<file path="src/rtl/fetch_pkg.sv">
`default_nettype none
// ============================================================================
// Module   : fetch_pkg
// Purpose  : Shared types and default constants for the instruction fetch
//            controller: FSM state encoding, default reset PC, default halt
//            instruction encoding and wait-counter width.
// Revision : 1.0 - initial release
// ============================================================================
package fetch_pkg;

  typedef enum logic [1:0] {
    ST_IDLE   = 2'd0,
    ST_ADDR   = 2'd1,
    ST_VALID  = 2'd2,
    ST_HALTED = 2'd3
  } fetch_state_t;

  localparam logic [7:0]  c_reset_pc_default  = 8'h00;
  localparam logic [31:0] c_halt_word_default = 32'hFFFF_FFFF;

  // Wide enough for the largest legal WAIT_CYCLES (15).
  localparam int          c_wait_cnt_w        = 4;

endpackage : fetch_pkg
`default_nettype wire

</file>
<file path="src/rtl/fetch_controller.sv">
`default_nettype none
// ============================================================================
// Module   : fetch_controller
// Purpose  : Instruction fetch sequencer. Presents pc to instruction memory,
//            waits WAIT_CYCLES cycles, captures the returned word into instr
//            and holds it (instr_valid) until the consumer acknowledges it.
//            Supports branch redirects and stops permanently on HALT_WORD.
// Ports    : clk, reset (sync, active-high)
//            fetch_req, branch_valid, branch_target, instr_ack, read_data (in)
//            inst_address, instr, instr_valid, pc, halted, fetch_count (out)
// Config   : FETCH_PERF_CNT_EN - when defined, fetch_count counts accepted
//            instructions (saturating); otherwise it is tied to zero.
// Revision : 1.0 - initial release
// ============================================================================
module fetch_controller
  import fetch_pkg::*;
#(
  parameter int                 ADDR_W      = 8,
  parameter int                 DATA_W      = 32,
  parameter logic [ADDR_W-1:0]  RESET_PC    = ADDR_W'(c_reset_pc_default),
  parameter int                 WAIT_CYCLES = 1,
  parameter logic [DATA_W-1:0]  HALT_WORD   = DATA_W'(c_halt_word_default)
) (
  input  logic              clk,
  input  logic              reset,
  input  logic              fetch_req,
  input  logic              branch_valid,
  input  logic [ADDR_W-1:0] branch_target,
  input  logic              instr_ack,
  input  logic [DATA_W-1:0] read_data,
  output logic [ADDR_W-1:0] inst_address,
  output logic [DATA_W-1:0] instr,
  output logic              instr_valid,
  output logic [ADDR_W-1:0] pc,
  output logic              halted,
  output logic [15:0]       fetch_count
);

  localparam logic [c_wait_cnt_w-1:0] c_wait_reload = c_wait_cnt_w'(WAIT_CYCLES - 1);

  fetch_state_t            r_state;
  logic [ADDR_W-1:0]       r_pc;
  logic [DATA_W-1:0]       r_instr;
  logic                    r_instr_valid;
  logic                    r_halted;
  logic [c_wait_cnt_w-1:0] r_wait_cnt;

  logic                    w_accept;
  logic [ADDR_W-1:0]       w_seq_pc;

  assign w_accept = (r_state == ST_VALID) && instr_ack;
  // Natural width wrap gives the modulo-2^ADDR_W increment.
  assign w_seq_pc = r_pc + ADDR_W'(1);

  always_ff @(posedge clk) begin
    if (reset) begin
      r_state       <= ST_IDLE;
      r_pc          <= RESET_PC;
      r_instr       <= '0;
      r_instr_valid <= 1'b0;
      r_halted      <= 1'b0;
      r_wait_cnt    <= '0;
    end else begin
      case (r_state)
        ST_IDLE: begin
          // A branch arriving with the request redirects the fetch itself.
          if (branch_valid) begin
            r_pc <= branch_target;
          end
          if (fetch_req) begin
            r_state    <= ST_ADDR;
            r_wait_cnt <= c_wait_reload;
          end
        end

        ST_ADDR: begin
          if (branch_valid) begin
            // Abort the in-flight read and restart the wait on the new address.
            r_pc       <= branch_target;
            r_wait_cnt <= c_wait_reload;
          end else if (r_wait_cnt == '0) begin
            r_instr       <= read_data;
            r_instr_valid <= 1'b1;
            r_state       <= ST_VALID;
          end else begin
            r_wait_cnt <= r_wait_cnt - 1'b1;
          end
        end

        ST_VALID: begin
          // Without an ack everything holds, including against branches.
          if (instr_ack) begin
            r_instr_valid <= 1'b0;
            if (r_instr == HALT_WORD) begin
              r_state  <= ST_HALTED;
              r_halted <= 1'b1;
            end else begin
              r_pc <= branch_valid ? branch_target : w_seq_pc;
              if (fetch_req) begin
                r_state    <= ST_ADDR;
                r_wait_cnt <= c_wait_reload;
              end else begin
                r_state <= ST_IDLE;
              end
            end
          end
        end

        ST_HALTED: begin
          r_halted      <= 1'b1;
          r_instr_valid <= 1'b0;
        end

        default: begin
          r_state <= ST_IDLE;
        end
      endcase
    end
  end

`ifdef FETCH_PERF_CNT_EN
  logic [15:0] r_fetch_count;

  always_ff @(posedge clk) begin
    if (reset) begin
      r_fetch_count <= 16'h0000;
    end else if (w_accept && (r_fetch_count != 16'hFFFF)) begin
      r_fetch_count <= r_fetch_count + 16'h0001;
    end
  end

  assign fetch_count = r_fetch_count;
`else
  assign fetch_count = 16'h0000;
`endif

  assign inst_address = r_pc;
  assign pc           = r_pc;
  assign instr        = r_instr;
  assign instr_valid  = r_instr_valid;
  assign halted       = r_halted;

endmodule : fetch_controller
`default_nettype wire
</file>
<file path="config.mk">
export PLATFORM = sky130hd
export DESIGN_NAME = fetch_controller
export DESIGN_NICKNAME = d
export VERILOG_FILES = /design/src/rtl/fetch_pkg.sv /design/src/rtl/fetch_controller.sv
export SDC_FILE = /design/constraint.sdc
export NUM_CORES = 1
export LEC_CHECK = 0
export CAP_MARGIN = 20
export CORE_MARGIN = 2
export CORE_UTILIZATION = 42
export CTS_CLUSTER_DIAMETER = 50
export DETAILED_ROUTE_END_ITERATION = 8
export HOLD_SLACK_MARGIN = 0.12
export PLACE_DENSITY = 0.81
export SETUP_SLACK_MARGIN = 0.5
export SLEW_MARGIN = 20
export SYNTH_ARGS = -nofsm -noshare
export SYNTH_HDL_FRONTEND = slang
export SYNTH_SLANG_ARGS = --single-unit
</file>
<file path="constraint.sdc">
create_clock -name clk -period 2.2 [get_ports clk]
set_input_delay 0.33 -clock clk [delete_from_list [all_inputs] [get_ports clk]]
set_output_delay 0.33 -clock clk [all_outputs]
set_load 0.005 [all_outputs]
</file>
==> impl_metrics.json <==
{
  "status": "finished clean",
  "fin_worst_skew_ps": 4.99,
  "clkLatencyLatePin_ps": 300,
  "die_area_sq_um": 6420,
  "path_max_fanout": 3,
  "path_clk_slew_ps": 90,
  "core_region_area_sq_um": 5540,
  "place_hpwl_microns": 4840,
  "hold_depth": 2,
  "yosysWarnings": 0,
  "antenna_cells": 0,
  "ctsLongestPathBuffers": 2,
  "powerDensity_nw_per_um2": 762,
  "drc": 0,
  "crit_path_start_kind": "register",
  "dp_cells": 459,
  "max_freq_mhz": 554,
  "clockRootBuffer": "clkbuf_8",
  "grt_max_degree": 33,
  "cts_tree": "built",
  "min_to": "instr[17]",
  "ys_seq_area_frac": 0.395,
  "fin_crit_ps": 1800,
  "p_leak_nw": 1.35,
  "floorplan.initialDensity": 0.439,
  "yosys-top-cells-area": "dfxtp_1, nand2_1, a21oi_1, buf_4, ha_1",
  "cts_sinks": 48,
  "synth_top_area_share": 0.395,
  "setup_slack_ps": 395,
  "min_from": "instr[17]",
  "total_power_mw": 2.83,
  "end_kind": "register",
  "final_antenna_net_count": 0,
  "drv_cap": 0,
  "synth_ff_type": "dfxtp_1",
  "die_w_microns": 80.1,
  "routed_via_density": 5.45,
  "r2r-end": "r_wait_cnt[2]",
  "synthMostInstantiatedCell": "nand2_1",
  "wirelength_microns": 7460,
  "syn_to_final_growth_pct": 52.4,
  "worstPathRequired_ps": 2390,
  "postSynthCellCount": 312,
  "worstPathArrival_ps": 1990,
  "hold_viol_final": 0,
  "avgRoutedWirePerCell_microns": 15.5,
  "async_reset_ff_frac": 0,
  "final_core_util": 0.669,
  "grt_pass1_vias": 2304,
  "synth-edff-count": 0,
  "antenna_found_initial": 0,
  "cts-htree-levels": 2,
  "layout.nets": 458,
  "layout-drive-gt1-share": 0.150,
  "chipHeight_microns": 80.1,
  "drtIter0Drc": 253,
  "synth_commonest_cells": "nand2_1, dfxtp_1, a21oi_1",
  "critPathKind": "register to register",
  "yosysTopAreaCell": "dfxtp_1",
  "num_rows": 27,
  "port-buffer-count": 94,
  "postSynthAreaPerCell_sq_um": 7.80,
  "grt_first_pass_wirelength_microns": 11100,
  "syn_area_sq_um": 2430,
  "drv_slew": 0,
  "postCtsHoldBufs": 0,
  "r2r_start": "r_wait_cnt[0]",
  "synthDistinctLibCells": 44,
  "r2r_cells": 7,
  "via_count": 2617,
  "overflow": 0,
  "final_cells": 480,
  "period_share": 0.820,
  "ioPinCount": 111,
  "dp_slack_ps": 125,
  "finalSetupViolCount": 0,
  "tns_ps": 0,
  "grt_util_all_layers": 0.219,
  "synth_seq_cells": 48,
  "drtPass1Iterations": 5,
  "cts_buffers": 5,
  "hp-class": "register to register",
  "rsz0062_at_grt": "yes",
  "regToRegSetupSlack_ps": 400,
  "ir_drop_v": 0.000467,
  "gp_congestion": 0.902
}
[state kept, by name, indices dropped and copies added, names as in the netlist]
name          cells
halted            1
inst_address      8
r_wait_cnt        4
r_state           2
instr_valid       1
instr            32
[worst max-delay path by stage]
stage | from | end | slack (ps)
after global routing | r_wait_cnt[0] | r_state[1] | 310
after global placement | branch_valid | r_wait_cnt[3] | 150
after CTS | r_wait_cnt[0] | r_wait_cnt[3] | 420
after detailed placement | branch_valid | r_state[1] | 120
after floorplan | r_wait_cnt[1] | r_wait_cnt[3] | 480
final | r_wait_cnt[0] | r_wait_cnt[2] | 400
[per-stage QoR]
stage,hold WS [ps],area [sq um]
final,473,3710
after global routing,500,3710
after CTS,475,3550
after detailed placement,464,3350
after global placement,452,3350
after floorplan,461,2510
[worst max-delay path: stages, from the launching register on]
cell	delay [ps]
dfxtp_2	330
inv_2	70
ha_4	130
or4b_4	490
mux2_4	300
and3b_1	200
nand4b_1	90
a21oi_1	60
[cell type report]
| type | instances | area, sq um |
|---|---|---|
| clock buffer | 7 | 86.3 |
| clock inverter | 1 | 7.51 |
| fill | 447 | 1830 |
| inverter | 7 | 26.3 |
| multi-input combinational | 231 | 1380 |
| sequential | 48 | 967 |
| tap | 72 | 90.1 |
| timing repair buffer | 114 | 1150 |
[metal layers]
layer / share of wire / track usage
met1: 0.40 / 0.288
met2: 0.47 / 0.338
met3: 0.10 / 0.0876
met4: 0.021 / 0.0475
met5: 0 / 0
[power by group]
part / internal (mW) / switching, mW
registers: 0.994 / 0.125
clock network: 0.256 / 0.290
logic: 0.650 / 0.510
total: 1.90 / 0.925
[placed cells by master (no fill, tap or decap), drive strengths merged, types with 2 or more instances in the layout]
| cell | count |
|---|---|
| clkdlybuf4s50 | 93 |
| nand2 | 71 |
| dfxtp | 48 |
| a21oi | 44 |
| buf | 18 |
| conb | 16 |
| nor2 | 14 |
| o21ai | 11 |
| nand4 | 10 |
| clkbuf | 9 |
| inv | 7 |
| o31ai | 6 |
| ha | 6 |
| nand3 | 5 |
| nor3 | 5 |
| a31oi | 4 |
| o211ai | 3 |
| nand2b | 3 |
| and3 | 2 |
| and4 | 2 |
| and2b | 2 |
| mux2i | 2 |
| a311oi | 2 |
| o311ai | 2 |
| nand4b | 2 |
| nor4 | 2 |
| o311a | 2 |
[kinds of logic after synthesis]
group	Yosys count	synth area share
AO/OA/AOI/OAI	81	0.204
adder cells (fa/ha/maj)	6	0.0309
buffers and inverters	50	0.123
flip-flops	48	0.395
multiplexers	3	0.0129
other	1	0.00154
AND/OR/NAND/NOR	123	0.233
[timing repair]
action / 4_1_cts / 5_1_grt
gates resized for setup: 17 / 19
setup buffers: 5 / 4
pin swaps: 12 / 7
setup endpoints to repair: 28 / 45
gates cloned: 1 / 3
Power figures use the tool's default switching activity.
